## src/rtl/md_pkg.sv

```systemverilog
// Shared types and constants for the multiply/divide unit.
package md_pkg;

  localparam int unsigned MD_STEPS_DEFAULT = 32;

  // Quotient returned for a zero divisor before sign correction
  localparam logic [31:0] MD_DIV0_Q = 32'hFFFF_FFFF;

  typedef enum logic [1:0] {
    MD_MULT  = 2'd0,
    MD_MULTU = 2'd1,
    MD_DIV   = 2'd2,
    MD_DIVU  = 2'd3
  } md_op_t;

  typedef enum logic [1:0] {
    ST_IDLE = 2'd0,
    ST_CALC = 2'd1,
    ST_FIX  = 2'd2
  } md_state_t;

  function automatic logic op_is_signed(input md_op_t op);
    return (op == MD_MULT) || (op == MD_DIV);
  endfunction

  function automatic logic op_is_div(input md_op_t op);
    return (op == MD_DIV) || (op == MD_DIVU);
  endfunction

endpackage

```

## src/rtl/md_hilo_ctrl_if.sv

```systemverilog
// EX-side bundle for the multiply/divide unit and HI/LO registers.
interface md_hilo_ctrl_if;
  logic        md_start;
  logic [1:0]  md_op;
  logic [31:0] md_a;
  logic [31:0] md_b;
  logic        md_flush;
  logic        hilo_use;
  logic        mthi_we;
  logic        mtlo_we;
  logic [31:0] mt_data;
  logic [31:0] hi_o;
  logic [31:0] lo_o;
  logic        md_busy;
  logic        md_done;
  logic        md_stall;

  modport master (
    output md_start, md_op, md_a, md_b, md_flush, hilo_use,
           mthi_we, mtlo_we, mt_data,
    input  hi_o, lo_o, md_busy, md_done, md_stall
  );

  modport slave (
    input  md_start, md_op, md_a, md_b, md_flush, hilo_use,
           mthi_we, mtlo_we, mt_data,
    output hi_o, lo_o, md_busy, md_done, md_stall
  );
endinterface

```

## src/rtl/md_iter_core.sv

```systemverilog
// Iterative datapath: shift-add multiply / restoring divide on unsigned
// magnitudes, one bit per step, plus the step counter.
// acc layout: multiply -> {partial product hi, multiplier/product lo};
//             divide   -> {partial remainder, dividend/quotient}.
module md_iter_core #(
  parameter int unsigned MD_STEPS = 32
) (
  input  logic        clk,
  input  logic        rst,
  input  logic        load_i,
  input  logic        step_i,
  input  logic        is_div_i,
  input  logic [63:0] acc_init_i,
  input  logic [31:0] opnd_b_i,
  output logic [63:0] acc_o,
  output logic        last_o
);
  localparam int unsigned CW = (MD_STEPS > 1) ? $clog2(MD_STEPS) : 1;

  logic [63:0]   acc_q;
  logic [31:0]   b_q;
  logic [CW-1:0] cnt_q;

  logic [32:0] mul_sum;
  logic [63:0] mul_next;
  logic [32:0] rem_sh;
  logic [32:0] rem_diff;
  logic [63:0] div_next;

  // Next accumulator value for one multiply or divide step
  always_comb begin
    mul_sum  = {1'b0, acc_q[63:32]} + (acc_q[0] ? {1'b0, b_q} : 33'd0);
    mul_next = {mul_sum, acc_q[31:1]};
    rem_sh   = {acc_q[63:32], acc_q[31]};
    rem_diff = rem_sh - {1'b0, b_q};
    if (rem_diff[32]) begin
      div_next = {rem_sh[31:0], acc_q[30:0], 1'b0};
    end else begin
      div_next = {rem_diff[31:0], acc_q[30:0], 1'b1};
    end
  end

  // Accumulator, operand and counter registers
  always_ff @(posedge clk or posedge rst) begin
    if (rst) begin
      acc_q <= '0;
      b_q   <= '0;
      cnt_q <= '0;
    end else if (load_i) begin
      acc_q <= acc_init_i;
      b_q   <= opnd_b_i;
      cnt_q <= CW'(MD_STEPS - 1);
    end else if (step_i) begin
      acc_q <= is_div_i ? div_next : mul_next;
      cnt_q <= cnt_q - 1'b1;
    end
  end

  assign acc_o  = acc_q;
  assign last_o = (cnt_q == '0);

endmodule

```

## src/rtl/md_hilo_ctrl.sv

```systemverilog
// Multiply/divide sequencer and HI/LO register owner.
// Optional build macro: MD_FAST_MULT_EN (single-cycle multiplier for
// MULT/MULTU; divide keeps the iterative path).
module md_hilo_ctrl
  import md_pkg::*;
#(
  parameter int unsigned MD_STEPS = MD_STEPS_DEFAULT
) (
  input  logic          clk,
  input  logic          rst,
  md_hilo_ctrl_if.slave bus
);
  md_state_t   state_q, state_d;
  md_op_t      op_q, start_op;
  logic        neg_res_q, neg_rem_q, bzero_q;
  logic [31:0] hi_q, hi_d, lo_q, lo_d;
  logic        done_q, done_d;

  logic        a_neg, b_neg, start_ok, step, last, commit;
  logic [31:0] abs_a, abs_b;
  logic [63:0] acc_init, acc;
  logic [63:0] prod;
  logic [31:0] quo, quo_s, rem_s;

  // Operand magnitudes for the unsigned datapath
  always_comb begin
    start_op = md_op_t'(bus.md_op);
    a_neg    = op_is_signed(start_op) & bus.md_a[31];
    b_neg    = op_is_signed(start_op) & bus.md_b[31];
    abs_a    = a_neg ? (32'd0 - bus.md_a) : bus.md_a;
    abs_b    = b_neg ? (32'd0 - bus.md_b) : bus.md_b;
    start_ok = (state_q == ST_IDLE) && bus.md_start && !bus.md_flush;
`ifdef MD_FAST_MULT_EN
    acc_init = op_is_div(start_op) ? {32'd0, abs_a}
                                   : ({32'd0, abs_a} * {32'd0, abs_b});
`else
    acc_init = {32'd0, abs_a};
`endif
  end

  assign step = (state_q == ST_CALC);

  md_iter_core #(.MD_STEPS(MD_STEPS)) u_core (
    .clk        (clk),
    .rst        (rst),
    .load_i     (start_ok),
    .step_i     (step),
    .is_div_i   (op_is_div(op_q)),
    .acc_init_i (acc_init),
    .opnd_b_i   (abs_b),
    .acc_o      (acc),
    .last_o     (last)
  );

  // FSM next-state; flush overrides both start and commit
  always_comb begin
    state_d = state_q;
    unique case (state_q)
      ST_IDLE: begin
        if (start_ok) begin
`ifdef MD_FAST_MULT_EN
          state_d = op_is_div(start_op) ? ST_CALC : ST_FIX;
`else
          state_d = ST_CALC;
`endif
        end
      end
      ST_CALC: begin
        if (bus.md_flush)  state_d = ST_IDLE;
        else if (last)     state_d = ST_FIX;
      end
      ST_FIX:  state_d = ST_IDLE;
      default: state_d = ST_IDLE;
    endcase
  end

  // Sign correction and HI/LO next values (commit or MTHI/MTLO in IDLE)
  always_comb begin
    commit = (state_q == ST_FIX) && !bus.md_flush;
    prod   = neg_res_q ? (64'd0 - acc) : acc;
    quo    = bzero_q ? MD_DIV0_Q : acc[31:0];
    quo_s  = neg_res_q ? (32'd0 - quo) : quo;
    rem_s  = neg_rem_q ? (32'd0 - acc[63:32]) : acc[63:32];
    hi_d   = hi_q;
    lo_d   = lo_q;
    done_d = commit;
    if (commit) begin
      if (op_is_div(op_q)) begin
        hi_d = rem_s;
        lo_d = quo_s;
      end else begin
        hi_d = prod[63:32];
        lo_d = prod[31:0];
      end
    end else if (state_q == ST_IDLE) begin
      if (bus.mthi_we) hi_d = bus.mt_data;
      if (bus.mtlo_we) lo_d = bus.mt_data;
    end
  end

  // State, latched op/sign flags and HI/LO registers
  always_ff @(posedge clk or posedge rst) begin
    if (rst) begin
      state_q   <= ST_IDLE;
      op_q      <= MD_MULT;
      neg_res_q <= 1'b0;
      neg_rem_q <= 1'b0;
      bzero_q   <= 1'b0;
      hi_q      <= '0;
      lo_q      <= '0;
      done_q    <= 1'b0;
    end else begin
      state_q <= state_d;
      hi_q    <= hi_d;
      lo_q    <= lo_d;
      done_q  <= done_d;
      if (start_ok) begin
        op_q      <= start_op;
        neg_res_q <= a_neg ^ b_neg;
        neg_rem_q <= a_neg;
        bzero_q   <= op_is_div(start_op) && (bus.md_b == '0);
      end
    end
  end

  assign bus.hi_o     = hi_q;
  assign bus.lo_o     = lo_q;
  assign bus.md_busy  = (state_q == ST_CALC) || (state_q == ST_FIX);
  assign bus.md_done  = done_q;
  assign bus.md_stall = bus.hilo_use & bus.md_busy;

endmodule

```

## src/flat_wrapper.sv

```systemverilog
// flat-port wrapper written by rule: the top's interface ports become plain ports
module md_hilo_ctrl_flat import md_pkg::*;
#(
  parameter int unsigned MD_STEPS = MD_STEPS_DEFAULT
)
  (clk, rst, bus_md_start, bus_md_op, bus_md_a, bus_md_b, bus_md_flush, bus_hilo_use, bus_mthi_we, bus_mtlo_we, bus_mt_data, bus_hi_o, bus_lo_o, bus_md_busy, bus_md_done, bus_md_stall);
  md_hilo_ctrl_if bus_i ();
  input  logic clk;
  input  logic rst;
  input wire logic [$bits(bus_i.md_start)-1:0] bus_md_start;
  input wire logic [$bits(bus_i.md_op)-1:0] bus_md_op;
  input wire logic [$bits(bus_i.md_a)-1:0] bus_md_a;
  input wire logic [$bits(bus_i.md_b)-1:0] bus_md_b;
  input wire logic [$bits(bus_i.md_flush)-1:0] bus_md_flush;
  input wire logic [$bits(bus_i.hilo_use)-1:0] bus_hilo_use;
  input wire logic [$bits(bus_i.mthi_we)-1:0] bus_mthi_we;
  input wire logic [$bits(bus_i.mtlo_we)-1:0] bus_mtlo_we;
  input wire logic [$bits(bus_i.mt_data)-1:0] bus_mt_data;
  output wire logic [$bits(bus_i.hi_o)-1:0] bus_hi_o;
  output wire logic [$bits(bus_i.lo_o)-1:0] bus_lo_o;
  output wire logic [$bits(bus_i.md_busy)-1:0] bus_md_busy;
  output wire logic [$bits(bus_i.md_done)-1:0] bus_md_done;
  output wire logic [$bits(bus_i.md_stall)-1:0] bus_md_stall;
  assign bus_i.md_start = bus_md_start;
  assign bus_i.md_op = bus_md_op;
  assign bus_i.md_a = bus_md_a;
  assign bus_i.md_b = bus_md_b;
  assign bus_i.md_flush = bus_md_flush;
  assign bus_i.hilo_use = bus_hilo_use;
  assign bus_i.mthi_we = bus_mthi_we;
  assign bus_i.mtlo_we = bus_mtlo_we;
  assign bus_i.mt_data = bus_mt_data;
  assign bus_hi_o = bus_i.hi_o;
  assign bus_lo_o = bus_i.lo_o;
  assign bus_md_busy = bus_i.md_busy;
  assign bus_md_done = bus_i.md_done;
  assign bus_md_stall = bus_i.md_stall;
  md_hilo_ctrl #(.MD_STEPS(MD_STEPS)) u_core (.clk(clk), .rst(rst), .bus(bus_i));
endmodule
```

## config.mk

```make
export PLATFORM = sky130hd
export DESIGN_NAME = md_hilo_ctrl_flat
export DESIGN_NICKNAME = d
export VERILOG_FILES = /design/src/rtl/md_pkg.sv /design/src/rtl/md_hilo_ctrl_if.sv /design/src/rtl/md_iter_core.sv /design/src/rtl/md_hilo_ctrl.sv /design/src/flat_wrapper.sv
export SDC_FILE = /design/constraint.sdc
export NUM_CORES = 1
export LEC_CHECK = 0
export ABC_AREA = 0
export CAP_MARGIN = 10
export CORE_MARGIN = 2
export CORE_UTILIZATION = 58
export DETAILED_ROUTE_END_ITERATION = 10
export GPL_ROUTABILITY_DRIVEN = 0
export PLACE_DENSITY = 0.89
export SLEW_MARGIN = 15
export SYNTH_ARGS = -nofsm -noshare
export SYNTH_HDL_FRONTEND = slang
export SYNTH_SLANG_ARGS = --single-unit
```

## constraint.sdc

```tcl
create_clock -name clk -period 7.65 [get_ports clk]
set_input_delay 1.1475 -clock clk [delete_from_list [all_inputs] [get_ports clk]]
set_output_delay 1.1475 -clock clk [all_outputs]
set_load 0.02 [all_outputs]
```

## After elaboration in Yosys (flattened, before gate mapping)

Cells that the tools add are included.

| storage, ports and cells | value |
|---|---|
| output and inout bits | 67 |
| input bits | 105 |
| bits in registers | 173 |

| operators by class | value |
|---|---|
| equality and inequality tests | 8 |
| bitwise gates (word level) | 4 |
| add/sub/neg operators | 8 |
| reduce and logical (&&, ||, !) cells | 20 |
| multiplexer cells | 25 |

Operators with widths:

| operator | count |
|---|---|
| two-way mux 32 bit | 14 |
| two-way mux 64 bit | 5 |
| subtractor 1 x 32 -> 32 bit (first input constant) | 4 |
| subtractor 1 x 64 -> 64 bit (first input constant) | 1 |
| adder 32 x 33 -> 33 bit | 1 |
| subtractor 33 x 32 -> 33 bit | 1 |
| logical NOT 32 bit | 1 |
| equality test 2 bit (second input constant) | 5 |
| two-way mux 5 bit | 2 |
| nonzero test 2 bit | 4 |
| two-way mux 2 bit | 3 |
| AND reduction 2 bit | 3 |
| logical NOT 5 bit | 1 |
| subtractor 5 x 1 -> 5 bit (second input constant) | 1 |
| logical AND 1 bit | 4 |
| logical NOT 2 bit | 2 |
| logical OR 1 bit | 4 |
| case mux 2 bit (2 select lines) | 1 |
| bitwise AND 1 bit | 3 |
| != test 3 bit (second input constant) | 1 |
| equality test 2 x 1 -> 1 bit (second input constant) | 1 |
| != test 2 x 1 -> 1 bit (second input constant) | 1 |
| logical NOT 1 bit | 1 |
| XOR 1 bit | 1 |

## Depth between registers and ports, before layout

| logic depth | value |
|---|---|
| depth after elaboration | 5 |
| depth in mapped cells | 14 |
| depth with buffers taken out | 13 |

## By module

From an unflattened synthesis, not the netlist that was laid out.

| second synthesis, totals | value |
|---|---|
| cell total of the unflattened synthesis | 2055 |
| area, all modules | 16155.5 um^2 |

Modules (own cells, without submodules):

| module | area an instance (um^2) | seq. area each (um^2) | instances | cells each |
|---|---|---|---|---|
| md_iter_core | 8823.5 | 2527.4 | 1 | 1092 |
| md_hilo_ctrl | 7332.0 | 1776.7 | 1 | 963 |

## Least setup slack after synthesis

Ideal clock, no wire load.

| timing path | value |
|---|---|
| path type | register to register |
| start point | register u_core.u_core.acc_q[31] (netlist: u_core.u_core.acc_o[31]) |
| end point | register u_core.u_core.acc_q[52] (netlist: u_core.u_core.acc_o[52]) |
| stages on the path, launching flop included | 15 |
| setup time | 0.120 ns |
| path buffers | 2 |
| setup slack | 4.363 ns |
| data required time | 7.530 ns |
| data arrival time | 3.167 ns |
| clock period less this slack | 3.287 ns |
| cells stage by stage | dfrtp_1 > clkbuf_1 > inv_1 > ha_1 > fa_1 > nand2b_1 > a21oi_2 > o2111ai_1 > a211oi_4 > o221ai_2 > and2_1 > nor2_2 > buf_2 > o211ai_1 > a31o_1 |

| on the way | value |
|---|---|
| longest elaborated chain between the ends | 5 |

Ends and longest elaborated chain:

| what | line | RTL |
|---|---|---|
| from (decl) | md_iter_core.sv:20 | `logic [63:0] acc_q;` |
| from (signal assigned) | md_iter_core.sv:50 | `acc_q <= acc_init_i;` |
| from (signal assigned) | md_iter_core.sv:54 | `acc_q <= is_div_i ? div_next : mul_next;` |
| subtractor 33 x 32 -> 33 bit | md_iter_core.sv:35 | `rem_diff = rem_sh - {1'b0, b_q};` |
| two-way mux 64 bit | md_iter_core.sv:36 | `if (rem_diff[32]) begin` |
| two-way mux 64 bit | md_iter_core.sv:54 |  |
| two-way mux 64 bit | md_iter_core.sv:53 | `end else if (step_i) begin` |
| two-way mux 64 bit | md_iter_core.sv:49 | `end else if (load_i) begin` |

No other way between the ends. The select of a mux whose other input is x is not followed.
A chain may end at the register's enable or synchronous reset.

## Worst setup path after layout

| timing path | value |
|---|---|
| start point | register u_core.u_core.acc_q[0] (netlist: u_core.u_core.acc_o[0]) |
| end point | register u_core.u_core.acc_q[61] (netlist: u_core.u_core.acc_o[61]) |

| on the way | value |
|---|---|
| longest elaborated chain between the ends | 5 |

Ends and longest elaborated chain:

| what | line | RTL |
|---|---|---|
| two-way mux 32 bit | md_iter_core.sv:32 | `mul_sum = {1'b0, acc_q[63:32]} + (acc_q[0] ? {1'b0, b_q} : 33'd0);` |
| adder 32 x 33 -> 33 bit | md_iter_core.sv:32 |  |
| two-way mux 64 bit | md_iter_core.sv:54 |  |
| two-way mux 64 bit | md_iter_core.sv:53 |  |
| two-way mux 64 bit | md_iter_core.sv:49 |  |

No other way between the ends. The select of a mux whose other input is x is not followed.

==> run_results.csv <==
group,metric,value,unit
run_status,outcome,"finished, final reports clean",
min_path,hold_end,"u_core.u_core.b_q[13]",
placed_design,place_hpwl,35060,microns
route,drtIter0Drc,2165,
synth,synth_fp_nets,2081,
cts,postCtsSetupRepairBufs,0,
setup_path,arrival,4.86,ns
synth,synth-seq-area-share,0.2840,
synth,yosys_register_bits,172,
cts,cts-root-buf,"clkbuf_16",
global_routing,antenna_found_initial,0,
setup_path,path_max_fanout,32,
cts,cts_tree,"done",
cts,clockBufferDepth,2,
placed_design,port_buffers,171,
min_path,hold_path_class,"flop to flop",
cts,clock-sinks,172,
synth,ys_types,94,
timing,setup_tns,0,ns
floorplan,die-area,27440,sq um
synth,avgSynthCellArea,7.975,sq um
timing,maxSlewHeadroom,0.1786,
power,power.total,7.907,mW
cts,cts_buffers,17,
route,routedWlPerCell,20.65,microns
timing,tightest_slew,1.228,ns
timing,final.setup_skew,0.01439,ns
final_layout,n_antenna_cell,0,
route,drcViolationCount,0,
setup_path,r2r-start,"u_core.u_core.acc_o[0]",
run,maxCapViolations,0,
final_layout,area_growth,15.30,%
timing,slew_viol_final,0,
final_layout,instances_no_fill,2332,
floorplan,ios,172,
global_routing,grt_max_degree,98,
global_routing,grtUsageMet3,0.08937,
synth,synth_edf_count,0,
timing,fin_crit_sh,0.5977,
placed_design,dp_cells,2300,
route,viasPerCell,6.746,
synth,yosys.area.top_type,"dfrtp_1",
timing,fmax,218.7,MHz
setup_path,reg2reg_depth,12,
setup_path,rrSetupSlack,3.08,ns
setup_path,worst-path-stages,12,
global_routing,global_route.usage.met1,0.4480,
setup_path,crit_family,"compound AO/OA/AOI/OAI gates",
global_routing,busiest_layer,"met2",
final_layout,nNetsFinal,2165,
setup_path,cp-start-kind,"flop",
min_path,hold_start,"u_core.u_core.b_q[13]",
power,irDropWorstVdd,0.2435,mV
synth,synthTopCellsByCount,"nand2_1, o21ai_0, dfrtp_1",
synth,syn_area,15150,sq um
setup_path,worstPathRequired,7.94,ns
floorplan,start_util,0.5865,
timing,setup_viol,0,
global_routing,grt_pass1_vias,14790,
cts,h-tree-depth,4,
power,p_leak,7.405,nW
setup_path,slowest_delay,0.89,ns
floorplan,die_w,165.6,microns
setup_path,crit_buf_inv,1,
setup_path,worstSetupPathType,"flop to flop",
synth,synthCells,1900,
global_routing,overflow,0,
global_routing,grt_usage,0.3405,
cts,clk_latency,0.45,ns
floorplan,coreArea,25840,sq um
synth,async_flop_share,1.000,
min_path,holdPathStages,2,
global_routing,use_met2,0.5264,
route,postRouteAntennaNets,0,
floorplan,fp.dieH,165.6,microns
setup_path,reg2reg_to,"u_core.u_core.acc_o[61]",
power,p_per_area,452.5,nW/um^2
synth,synth.top_cell.area_share,0.2840,
setup_path,crit_slowest_cell,"a2111oi_0",
synth,synthFlopType,"dfrtp_1",
synth,yosysMostFrequentCell,"nand2_1",
timing,finalCriticalPeriod,4.572,ns
timing,finalHoldViolCount,0,
final_layout,layout-drive-gt1-share,0.04557,
cts,cts_hold_buf,0,
final_layout,nFillCells,2036,
synth,synth_area_leaders,"dfrtp_1, mux2i_1, ha_1",
route,routed_wl,48150,microns
setup_path,end_kind,"flop",
cts,cts_resized,0,
route,drt_first_pass_iters,9,
setup_path,crit_path_cell_trace,"inv_1 > nor2_1 > ha_1 > nand4_1 > nor2_1 > a21oi_1 > a2111oi_0 > o21ai_1 > a21oi_1 > a31oi_1 > xnor2_1 > o221ai_1",
floorplan,rows,59,
global_routing,grt_pass1_wl,76330,microns
route,vias,15730,
timing,rsz0062_at_grt,"no",
synth,yosysWarningCount,0,
cts,path_clk_slew,0.07,ns
cells by family (layout without fill, tap and decap cells):
kind of cell    Yosys count  in the layout  synth area share
compound gates          643            643            0.2681
simple gates            565            565            0.1846
buf+inv                 205            302           0.05260
flops                   172            172            0.2840
xor+xnor                135            135           0.07803
mux                     104            104           0.06886
fa+ha+maj                76             76           0.06374
worst register-to-register path, delay by kind of cell, from the launching register on:
family                     cells  cell delay (ns)
AOI/OAI and AO/OA              6             1.93
xor gates and xnor gates       1             0.19
and+or+nand+nor                3             0.51
buffers and inverters          1             0.84
DFF                            1             0.48
adders and majority gates      1             0.46
state kept, by name, indices dropped and copies added (netlist names):
signal and count:
u_core.u_core.acc_o 64, u_core.bus.md_done 1, u_core.op_q 1, u_core.bus.lo_o 32, u_core.state_q 2, u_core.bus.hi_o 32, u_core.u_core.b_q 32, u_core.bzero_q 1
u_core.u_core.cnt_q 5, u_core.neg_rem_q 1, u_core.neg_res_q 1
worst max path at each step:
stage                                 from                 endpoint
finish              u_core.u_core.acc_o[0]  u_core.u_core.acc_o[61]
CTS                 u_core.u_core.acc_o[0]  u_core.u_core.acc_o[61]
floorplan                              rst       u_core.bus.hi_o[0]
global route        u_core.u_core.acc_o[0]  u_core.u_core.acc_o[61]
detailed placement  u_core.u_core.acc_o[0]  u_core.u_core.acc_o[61]
global placement              bus_md_flush      u_core.bus.lo_o[30]
stage by stage:
stage / utilization / instance area, sq um / hold slack [ns] / setup slack, ns
floorplan: - / 15150 / 0.4498 / 1.842
global placement: 0.6545 / 16910 / 0.4614 / 3.471
detailed placement: 0.6545 / 16910 / 0.4699 / 3.337
CTS: 0.6759 / 17460 / 0.4850 / 3.267
global route: 0.6762 / 17470 / 0.5048 / 2.906
finish: 0.6762 / 17470 / 0.4799 / 3.078
power breakdown:
| group | leakage (nW) | internal [mW] | switching, mW |
|---|---|---|---|
| Sequential | 2.08 | 1.34 | 0.626 |
| Clock | 0.269 | 0.433 | 0.410 |
| Combinational | 5.05 | 2.05 | 3.05 |
| Total | 7.40 | 3.82 | 4.09 |
cell type report:
class	instances	area, sq um	area share
Tap cell	335	419.2	0.02399
Clock buffer	19	442.9	0.02535
Sequential cell	172	4305	0.2464
Inverter	88	335.3	0.01919
Multi-Input combinational cell	1523	10070	0.5761
Timing Repair Buffer	182	1794	0.1027
Clock inverter	13	108.9	0.006230
cell usage in the layout (no fill, tap or decap), drive strengths merged, types with 11 or more instances in the layout:
cell           synthesis  final
a21oi                162    162
and3                  18     18
o211ai                52     52
or3                   18     18
clkdlybuf4s50          0    171
a2111oi               15     15
nor4                  25     25
ha                    74     74
and2                  12     12
o21ai                202    202
nor2b                 11     11
inv                   88     94
dfrtp                172    172
nand3                 28     28
o22ai                 16     16
nor2                 139    139
nand2b                19     19
xor2                  68     68
clkbuf                94     19
xnor2                 67     67
a211oi                19     19
nand2                195    195
nor3                  52     52
a22oi                 13     13
o31ai                 22     22
mux2i                102    102
a21o                  37     37
buf                   23     11
o221ai                11     11
a31oi                 25     25
layer usage:
metal / share of wire / up-vias
met5: 0 / -
met4: 0.049 / 0
li1: - / 7113
met2: 0.44 / 1114
met1: 0.39 / 7276
met3: 0.13 / 228
(Power assumes the default switching activity.)
